`src/rtl/ace_master_port.sv`:
```
// ACE master port: converts single-bit cache controller commands into
// line-sized ACE transactions and returns a one-cycle completion pulse.
module ace_master_port #(
    parameter int unsigned ADDR_WIDTH = 32,
    parameter int unsigned DATA_WIDTH = 32,
    parameter int unsigned LINE_WORDS = 4
) (
    input  logic                             clk,
    input  logic                             reset,
    input  logic                             read_req,
    input  logic                             write_req,
    input  logic                             invalid_req,
    input  logic [ADDR_WIDTH-1:0]            req_addr,
    input  logic [DATA_WIDTH*LINE_WORDS-1:0] wb_data,
    output logic                             ace_ready,
    output logic [DATA_WIDTH*LINE_WORDS-1:0] rd_line,
    output logic                             resp_err,
    output logic [ADDR_WIDTH-1:0]            araddr,
    output logic [7:0]                       arlen,
    output logic [3:0]                       arsnoop,
    output logic                             arvalid,
    input  logic                             arready,
    input  logic [DATA_WIDTH-1:0]            rdata,
    input  logic [3:0]                       rresp,
    input  logic                             rlast,
    input  logic                             rvalid,
    output logic                             rready,
    output logic                             rack,
    output logic [ADDR_WIDTH-1:0]            awaddr,
    output logic [7:0]                       awlen,
    output logic [2:0]                       awsnoop,
    output logic                             awvalid,
    input  logic                             awready,
    output logic [DATA_WIDTH-1:0]            wdata,
    output logic                             wlast,
    output logic                             wvalid,
    input  logic                             wready,
    input  logic [1:0]                       bresp,
    input  logic                             bvalid,
    output logic                             bready,
    output logic                             wack
);

    localparam int unsigned BEAT_W = $clog2(LINE_WORDS);
    localparam int unsigned OFF_W  = $clog2(LINE_WORDS * DATA_WIDTH / 8);
    localparam logic [BEAT_W-1:0]     LAST_BEAT  = BEAT_W'(LINE_WORDS - 1);
    localparam logic [ADDR_WIDTH-1:0] ALIGN_MASK = {ADDR_WIDTH{1'b1}} << OFF_W;
    localparam logic [7:0]            BURST_LEN  = 8'(LINE_WORDS - 1);
    localparam logic [3:0]            SNOOP_READ_SHARED  = 4'b0001;
    localparam logic [3:0]            SNOOP_CLEAN_UNIQUE = 4'b1011;
    localparam logic [2:0]            SNOOP_WRITE_BACK   = 3'b011;

    typedef enum logic [2:0] {S_IDLE, S_AR, S_R, S_AW, S_W, S_B, S_DONE} state_t;
    typedef enum logic [1:0] {K_READ, K_INVAL, K_WRITE} kind_t;

    state_t                                 state_q, state_d;
    kind_t                                  kind_q, kind_d;
    logic [ADDR_WIDTH-1:0]                  addr_q, addr_d;
    logic [BEAT_W-1:0]                      beat_q, beat_d;
    logic [LINE_WORDS-1:0][DATA_WIDTH-1:0]  snap_q, snap_d;
    logic [LINE_WORDS-1:0][DATA_WIDTH-1:0]  line_q, line_d;
    logic                                   err_q, err_d;
    logic [BEAT_W-1:0]                      final_beat;

    // Upper response bits carry coherency state that this port does not track
    logic rresp_unused;
    assign rresp_unused = ^rresp[3:2];

    assign final_beat = (kind_q == K_READ) ? LAST_BEAT : '0;
    assign rd_line    = line_q;
    assign resp_err   = err_q;

    always_ff @(posedge clk or negedge reset) begin
        if (!reset) begin
            state_q <= S_IDLE;
            kind_q  <= K_READ;
            addr_q  <= '0;
            beat_q  <= '0;
            snap_q  <= '0;
            line_q  <= '0;
            err_q   <= 1'b0;
        end else begin
            state_q <= state_d;
            kind_q  <= kind_d;
            addr_q  <= addr_d;
            beat_q  <= beat_d;
            snap_q  <= snap_d;
            line_q  <= line_d;
            err_q   <= err_d;
        end
    end

    always_comb begin
        state_d = state_q;
        kind_d  = kind_q;
        addr_d  = addr_q;
        beat_d  = beat_q;
        snap_d  = snap_q;
        line_d  = line_q;
        err_d   = err_q;
        unique case (state_q)
            S_IDLE: begin
                if (write_req || invalid_req || read_req) begin
                    addr_d = req_addr & ALIGN_MASK;
                    beat_d = '0;
                    err_d  = 1'b0;
                    if (write_req) begin
                        kind_d  = K_WRITE;
                        snap_d  = wb_data;
                        state_d = S_AW;
                    end else begin
                        kind_d  = invalid_req ? K_INVAL : K_READ;
                        state_d = S_AR;
                    end
                end
            end
            S_AR: if (arready) state_d = S_R;
            S_R: begin
                if (rvalid) begin
                    if (kind_q == K_READ) line_d[beat_q] = rdata;
                    if (rresp[1:0] != 2'b00) err_d = 1'b1;
                    // A non-final beat at the expected final index means rlast is late
                    if (rlast) begin
                        if (beat_q != final_beat) err_d = 1'b1;
                        state_d = S_DONE;
                    end else begin
                        if (beat_q == final_beat) err_d = 1'b1;
                        if (beat_q != LAST_BEAT) beat_d = beat_q + BEAT_W'(1);
                    end
                end
            end
            S_AW: if (awready) state_d = S_W;
            S_W: begin
                if (wready) begin
                    if (beat_q == LAST_BEAT) state_d = S_B;
                    else                     beat_d  = beat_q + BEAT_W'(1);
                end
            end
            S_B: begin
                if (bvalid) begin
                    if (bresp != 2'b00) err_d = 1'b1;
                    state_d = S_DONE;
                end
            end
            S_DONE:  state_d = S_IDLE;
            default: state_d = S_IDLE;
        endcase
    end

    // Channel outputs registered from the next-state view so they align with the state
    always_ff @(posedge clk or negedge reset) begin
        if (!reset) begin
            arvalid   <= 1'b0;
            araddr    <= '0;
            arlen     <= '0;
            arsnoop   <= '0;
            rready    <= 1'b0;
            awvalid   <= 1'b0;
            awaddr    <= '0;
            awlen     <= '0;
            awsnoop   <= '0;
            wvalid    <= 1'b0;
            wdata     <= '0;
            wlast     <= 1'b0;
            bready    <= 1'b0;
            ace_ready <= 1'b0;
            rack      <= 1'b0;
            wack      <= 1'b0;
        end else begin
            arvalid   <= (state_d == S_AR);
            araddr    <= (state_d == S_AR) ? addr_d : '0;
            arlen     <= (state_d == S_AR && kind_d == K_READ) ? BURST_LEN : '0;
            arsnoop   <= (state_d != S_AR) ? 4'b0000 :
                         (kind_d == K_INVAL) ? SNOOP_CLEAN_UNIQUE : SNOOP_READ_SHARED;
            rready    <= (state_d == S_R);
            awvalid   <= (state_d == S_AW);
            awaddr    <= (state_d == S_AW) ? addr_d : '0;
            awlen     <= (state_d == S_AW) ? BURST_LEN : '0;
            awsnoop   <= (state_d == S_AW) ? SNOOP_WRITE_BACK : '0;
            wvalid    <= (state_d == S_W);
            wdata     <= (state_d == S_W) ? snap_d[beat_d] : '0;
            wlast     <= (state_d == S_W) && (beat_d == LAST_BEAT);
            bready    <= (state_d == S_B);
            ace_ready <= (state_d == S_DONE);
            rack      <= (state_d == S_DONE) && (kind_d != K_WRITE);
            wack      <= (state_d == S_DONE) && (kind_d == K_WRITE);
        end
    end

endmodule

```
`config.mk`:
```
export PLATFORM = sky130hd
export DESIGN_NAME = ace_master_port
export DESIGN_NICKNAME = d
export VERILOG_FILES = /design/src/rtl/ace_master_port.sv
export SDC_FILE = /design/constraint.sdc
export NUM_CORES = 1
export LEC_CHECK = 0
export CORE_MARGIN = 10
export CORE_UTILIZATION = 35
export CTS_CLUSTER_SIZE = 14
export DETAILED_ROUTE_END_ITERATION = 16
export GPL_TIMING_DRIVEN = 0
export MAX_ROUTING_LAYER = met4
export PLACE_DENSITY = 0.64
export SLEW_MARGIN = 20
export SYNTH_ARGS = -nofsm -noshare
export SYNTH_HDL_FRONTEND = slang
export SYNTH_SLANG_ARGS = --single-unit
```
`constraint.sdc`:
```
create_clock -name clk -period 2.7 [get_ports clk]
set_input_delay 0.54 -clock clk [delete_from_list [all_inputs] [get_ports clk]]
set_output_delay 0.54 -clock clk [all_outputs]
set_load 0.1 [all_outputs]
```
# Yosys cells after proc, flatten, opt, wreduce, memory -nomap -nowiden
# Index checks and enable logic that the tools add are counted.
totals:
  reg_bits: 411
  out_inout_bits: 257
  inputBits: 209
  word_cells: 121
op_classes:
  n_mux: 49
  add_sub_neg: 1
  n_lt_le_gt_ge: 3
  n_reduce_logical: 15
  n_eq_ne: 24
ops:
  columns: ["cell", "count"]
  rows:
  - ["$mux W128", 3]
  - ["$mux W32", 7]
  - ["$bwmux W128", 1]
  - ["$bmux W32 S2", 1]
  - ["$demux W32 S2", 1]
  - ["$mux W2", 14]
  - ["$mux W3", 8]
  - ["$pmux W3 S6", 1]
  - ["$eq A3 B3 Y1 const B", 5]
  - ["$eq A3 B2 Y1 const B", 4]
  - ["$ne A2 B2 Y1 const B", 6]
  - ["$mux W1", 9]
  - ["$mux W4", 2]
  - ["$eq A2 B2 Y1 const B", 3]
  - ["$eq A3 B1 Y1 const B", 2]
  - ["$lt A2 B3 Y1 const B", 2]
  - ["$pmux W2 S3", 1]
  - ["$logic_and A1 B1 Y1", 5]
  - ["$reduce_and A5 Y1", 1]
  - ["$logic_not A2 Y1", 2]
  - ["$reduce_bool A2 Y1", 2]
  - ["$logic_not A3 Y1", 1]
  - ["$ne A3 B1 Y1 const B", 1]
  - ["$pmux W1 S3", 1]
  - ["other kinds (8)", 9]

# Longest topological paths before layout
# Gate-level depths: netlist (run 1).
depth:
  ltp_word: 8
  depth_mapped: 11
  ltp_nobuf: 7

# Worst setup path before layout (run 1)
# Ideal clock, no wire load.
synth_timing:
  path_type: "input to register"
  startpoint: "in invalid_req"
  endpoint: "reg wdata[12]"
  stages: 9
  setup_slack_ns: 0.437
  t_arrival_ns: 2.125
  required_time_ns: 2.562
  path_buffers: 3
  path_cell_list: "or3_4 o311a_1 o21a_1 buf_6 inv_4 buf_12 buf_12 mux2i_1 o22ai_1"
synth_between:
  elab_chain_cells: 7
synth_lines:
  columns: ["item", "line_no", "text"]
  rows:
  - ["from (decl)", "12", "input logic invalid_req,"]
  - ["$logic_or A1 B1 Y1 (*) (2 in series)", "103", "if (write_req || invalid_req || read_req) begin"]
  - ["$mux W2 / $mux W128 (equally long branches)", "103", null]
  - ["$pmux W2 S3 / $mux W128 (equally long branches)", "101", "unique case (state_q)"]
  - ["$bmux W32 S2", "181", "wdata <= (state_d == S_W) ? snap_d[beat_d] : '0;"]
  - ["$mux W32 (implied by the code)", "181", null]
  - ["$mux W32 (*)", "181", null]
  - ["to (signal assigned)", "181", null]
  - ["to (decl)", "34", "output logic [DATA_WIDTH-1:0] wdata,"]
# Every way passes the cells marked *; elsewhere a longest branch is shown, timed or not. The select of a mux whose other input is x is not followed.
# A chain may end at the register's enable or synchronous reset.

# Worst setup path after layout (run 1)
layout_timing:
  startpoint: "reg araddr[11]"
  endpoint: "out araddr[11]"
layout_lines:
  columns: ["item", "line_no", "text"]
  rows:
  - ["from (decl)", "18", "output logic [ADDR_WIDTH-1:0] araddr,"]
  - ["from (signal assigned)", "171", "araddr <= (state_d == S_AR) ? addr_d : '0;"]
# No word-level cell between the ends.

==> load_flow_metrics.sql, run 1 <==
INSERT INTO impl_metrics (metric_group, metric, value, unit) VALUES
('critical_path', 'worstPathMaxFanout', '1', ''),
('critical_path', 'rr_startpoint', 'state_q[2]', ''),
('placement', 'routabilityCongestion', '0.856', ''),
('critical_path', 'path_buf_inv', '1', ''),
('timing', 'grt_setup_unrepaired', 'no', ''),
('clocking', 'cell_at_the_root_of_the_clock_tree', 'clkbuf_16', ''),
('clocking', 'clockBufferDepth', '3', ''),
('critical_path', 'endpoint_kind', 'primary output', ''),
('detailed_routing', 'drc_errors', '0', ''),
('timing', 'max_freq', '378', 'MHz'),
('logic_synthesis', 'ys_ff_latch', '403', ''),
('placement', 'placement.io_buffers', '445', ''),
('detailed_routing', 'wire_length_per_cell_after_detailed_routing', '19.8', 'µm'),
('critical_path', 'crit_arrival', '2.10', 'ns'),
('run', 'cap_violations', '0', ''),
('clocking', 'clock_latency', '0.57', 'ns'),
('detailed_routing', 'postRouteWirelength', '48900', 'µm'),
('final_layout', 'final_cells', '2464', ''),
('final_layout', 'syn2layout_area_growth', '44.5', '%'),
('timing', 'finalSetupViolCount', '0', ''),
('clocking', 'clock_sinks', '403', ''),
('logic_synthesis', 'synth.area.top_cells', 'dfrtp_1 (65%), nand2_1 (9.8%), mux2_2 (9.3%)', ''),
('hold_path', 'worstHoldPathType', 'in2async', ''),
('placement', 'detailed_place_hpwl', '37100', 'µm'),
('logic_synthesis', 'synth_area_per_cell', '11.7', 'µm²'),
('global_route', 'global_route_wire_length_before_repair', '74600', 'µm'),
('timing', 'max_slew.worst_pin.slew', '1.10', 'ns'),
('global_route', 'grt_pass1_vias', '12079', ''),
('timing', 'timing.clock.skew', '0.0163', 'ns'),
('logic_synthesis', 'mappedNetlistArea', '15500', 'µm²'),
('detailed_routing', 'detailroute.via_count', '11421', ''),
('clocking', 'tritoncts.num_buffers', '44', ''),
('global_route', 'antenna_violations_before_repair', '6', ''),
('outcome', 'run_status', 'finished clean', ''),
('timing', 'final_worst_setup_slack', '0.0570', 'ns'),
('critical_path', 'timing.rr.end', 'wdata[15]', ''),
('global_route', 'maximum_number_of_pins_on_one_net_before_global_route_repair', '101', ''),
('critical_path', 'cp-start-kind', 'flop', ''),
('placement', 'pre_cts_slack', '-0.763', 'ns'),
('global_route', 'grt_util_all_layers', '0.186', ''),
('logic_synthesis', 'asyncSetResetFlopFracSynth', '1.00', ''),
('logic_synthesis', 'count_of_flip_flops_with_a_built_in_enable_after_synthesis', '0', ''),
('detailed_routing', 'number_of_nets_still_failing_antenna_checks_after_routing', '0', ''),
('critical_path', 'r2r_setup_slack', '0.16', 'ns'),
('placement', 'place_inst', '2376', ''),
('timing', 'shortest_clock_period_the_worst_path_allows_after_layout', '2.64', 'ns'),
('floorplanning', 'ioPinCount', '466', ''),
('critical_path', 'timing.critical_path.slowest_cell_delay', '1.17', 'ns'),
('global_route', 'grt-ovfl-total', '0', ''),
('timing', 'slew_headroom', '0.269', ''),
('final_layout', 'final_layout_size_suffix_gt1_frac', '0.148', ''),
('final_layout', 'final.fill_count', '4002', ''),
('final_layout', 'register_area', '10100', 'µm²'),
('detailed_routing', 'tritonroute_pass_1_iters', '5', ''),
('timing', 'hold_viol_final', '0', ''),
('critical_path', 'critPathKind', 'reg2out', ''),
('logic_synthesis', 'synth_warnings', '0', ''),
('logic_synthesis', 'synth_cell_types', '45', ''),
('logic_synthesis', 'netlist_instances', '1322', ''),
('floorplanning', 'die-width', '230', 'µm'),
('detailed_routing', 'drt_iter0_markers', '634', ''),
('critical_path', 'critPathTopFamily', 'buffers and inverters', ''),
('clocking', 'cts_tree', 'built', ''),
('floorplanning', 'core', '44000', 'µm²'),
('timing', 'timing.final.max_slew_violations', '0', ''),
('clocking', 'worst_setup_hold_path_clk_slew', '0.06', 'ns'),
('logic_synthesis', 'synth-main-ff-cell', 'dfrtp_1', ''),
('logic_synthesis', 'ys_seq_area_frac', '0.650', ''),
('floorplanning', 'rows', '77', ''),
('logic_synthesis', 'synth_top_cell_by_area', 'dfrtp_1', ''),
('floorplanning', 'die_y', '230', 'µm'),
('critical_path', 'timing.critical_path.required', '2.16', 'ns'),
('timing', 'timing.final.crit_share', '0.979', ''),
('critical_path', 'cp_slowest_cell', 'clkdlybuf4s50_1', ''),
('clocking', 'htree_num_levels', '2', ''),
('final_layout', 'final_nets', '2042', ''),
('floorplanning', 'die-area', '53100', 'µm²'),
('logic_synthesis', 'synth_top_area_share', '0.650', ''),
('final_layout', 'multi_input_area', '4830', 'µm²'),
('floorplanning', 'start_util', '0.352', ''),
('critical_path', 'cp_cell_sequence', 'clkdlybuf4s50_1', ''),
('detailed_routing', 'vias_per_cell', '4.64', ''),
('critical_path', 'rr_worst_depth', '10', '');
-- kinds of logic (layout without fill, tap and decap cells) --
kind of cell / Yosys count / count (layout) / synth area share
flops: 403 / 403 / 0.650
buf+inv: 132 / 663 / 0.0428
mux: 222 / 222 / 0.154
compound gates: 56 / 56 / 0.0246
simple gates: 507 / 507 / 0.128
other cells: 1 / 20 / 0.000242
xor+xnor: 1 / 1 / 0.000565
-- layout make-up --
cell class,count,area share
Inverter,43,0.00732
Timing Repair Buffer,452,0.205
Antenna cell,6,0.000670
Tap cell,592,0.0331
Clock inverter,13,0.00704
Multi-Input combinational cell,800,0.216
Clock buffer,66,0.0577
Sequential cell,403,0.450
Buffer,89,0.0232
-- worst register-to-register path, cell delays in order, from the launching register on --
cell      delay (ns)
dfrtp_1         0.48
nand2b_1        0.22
nor3_1          0.31
a21oi_1         0.12
o21a_1          0.24
buf_6           0.18
inv_4           0.10
buf_12          0.16
buf_12          0.16
mux2i_1         0.30
o22ai_1         0.13
-- layer usage --
| layer | track usage | vias to the layer above | wire length (µm) |
|---|---|---|---|
| met2 | 0.307 | 386 | 24100 |
| met5 | - | - | 0 |
| met3 | 0.0587 | 79 | 3630 |
| met4 | 0.0460 | 0 | 1100 |
| li1 | - | 5306 | - |
| met1 | 0.218 | 5650 | 20100 |
-- stage by stage --
stage	instance area [µm²]	hold slack (ns)	TNS, ns	util
after floorplan	15600	0.244	0	-
after global placement	20700	0.453	-6706.78	0.471
after detailed placement	20900	0.417	-62.54	0.474
after CTS	22300	0.397	0	0.507
after global routing	22400	0.430	0	0.509
final	22400	0.424	0	0.509
-- Yosys cell counts, types with 2 or more instances --
master	n
o21a_1	3
nand3_1	3
nor3_2	2
o21ai_0	4
nand2_1	403
a21oi_1	3
clkbuf_1	29
nor3_1	7
o22ai_1	34
buf_2	25
dfrtp_1	403
inv_2	2
nor2_1	75
mux2_2	128
buf_12	2
inv_1	40
mux2i_1	93
nor2b_1	2
buf_4	25
and2_1	2
nand2b_1	7
buf_1	7
-- flip-flops by register name, indices dropped and copies added, names as in the netlist, 2 cells and up --
name     cells
addr_q      32
araddr      32
arsnoop      2
awaddr      32
beat_q       2
kind_q       2
rd_line    128
snap_q     128
state_q      3
wdata       32
-- how the worst max path moves through the flow --
stage | from | end | slack [ns] | depth (start not counted)
floorplan | invalid_req | wdata[12] | 0.44 | 9
global placement | reset | rd_line[70] | -16.55 | 1
detailed placement | write_req | wdata[7] | -0.76 | 8
CTS | arsnoop[1] | arsnoop[1] | 0.003 | 1
global route | rd_line[45] | rd_line[45] | 0.0009 | 1
finish | araddr[11] | araddr[11] | 0.06 | 1
-- cells in the final DEF, fill, tap and decap left out, drive strengths merged, types with 2 or more instances in the layout --
| cell type | count |
|---|---|
| a21oi | 3 |
| and2 | 3 |
| buf | 62 |
| bufinv | 2 |
| clkbuf | 100 |
| clkdlybuf4s50 | 422 |
| clkinv | 5 |
| clkinvlp | 2 |
| conb | 14 |
| dfrtp | 403 |
| diode | 6 |
| dlygate4sd2 | 17 |
| dlymetal6s2s | 5 |
| inv | 47 |
| mux2 | 129 |
| mux2i | 93 |
| nand2 | 403 |
| nand2b | 7 |
| nand3 | 3 |
| nor2 | 75 |
| nor2b | 2 |
| nor3 | 9 |
| o21a | 3 |
| o21ai | 4 |
| o22ai | 34 |
-- what timing repair did --
item | 4_1_cts | 5_1_grt
hold buffers | 1 | 0
setup endpoints to repair | 78 | 62
buffers inserted | 0 | 2
gates resized for setup | 21 | 27
pin swaps | 1 | 2
endpoints found under the hold margin | 28 | 0
Power of run 1 is not shown: default switching activity piles up to over one toggle a cycle in this logic, so the estimate is an artifact.
==> inputs of run 2 (changes only) <==
--- a/config.mk
+++ b/config.mk
@@ -5,6 +5,7 @@
 export SDC_FILE = /design/constraint.sdc
 export NUM_CORES = 1
 export LEC_CHECK = 0
+export CAP_MARGIN = 20
 export CORE_MARGIN = 10
 export CORE_UTILIZATION = 35
 export CTS_CLUSTER_SIZE = 14
==> results of run 2 <==
The final DEF is identical to that of run 1; final timing and power are the same.
Power of run 2 is left out for the same reason.
==> inputs of run 3 (changes only) <==
--- a/config.mk
+++ b/config.mk
@@ -11,6 +11,7 @@
 export CTS_CLUSTER_SIZE = 14
 export DETAILED_ROUTE_END_ITERATION = 16
 export GPL_TIMING_DRIVEN = 0
+export HOLD_SLACK_MARGIN = 0.05
 export MAX_ROUTING_LAYER = met4
 export PLACE_DENSITY = 0.64
 export SLEW_MARGIN = 20
==> results of run 3 <==
The final DEF is identical to that of run 1; final timing and power are the same.
Power of run 3 is left out for the same reason.
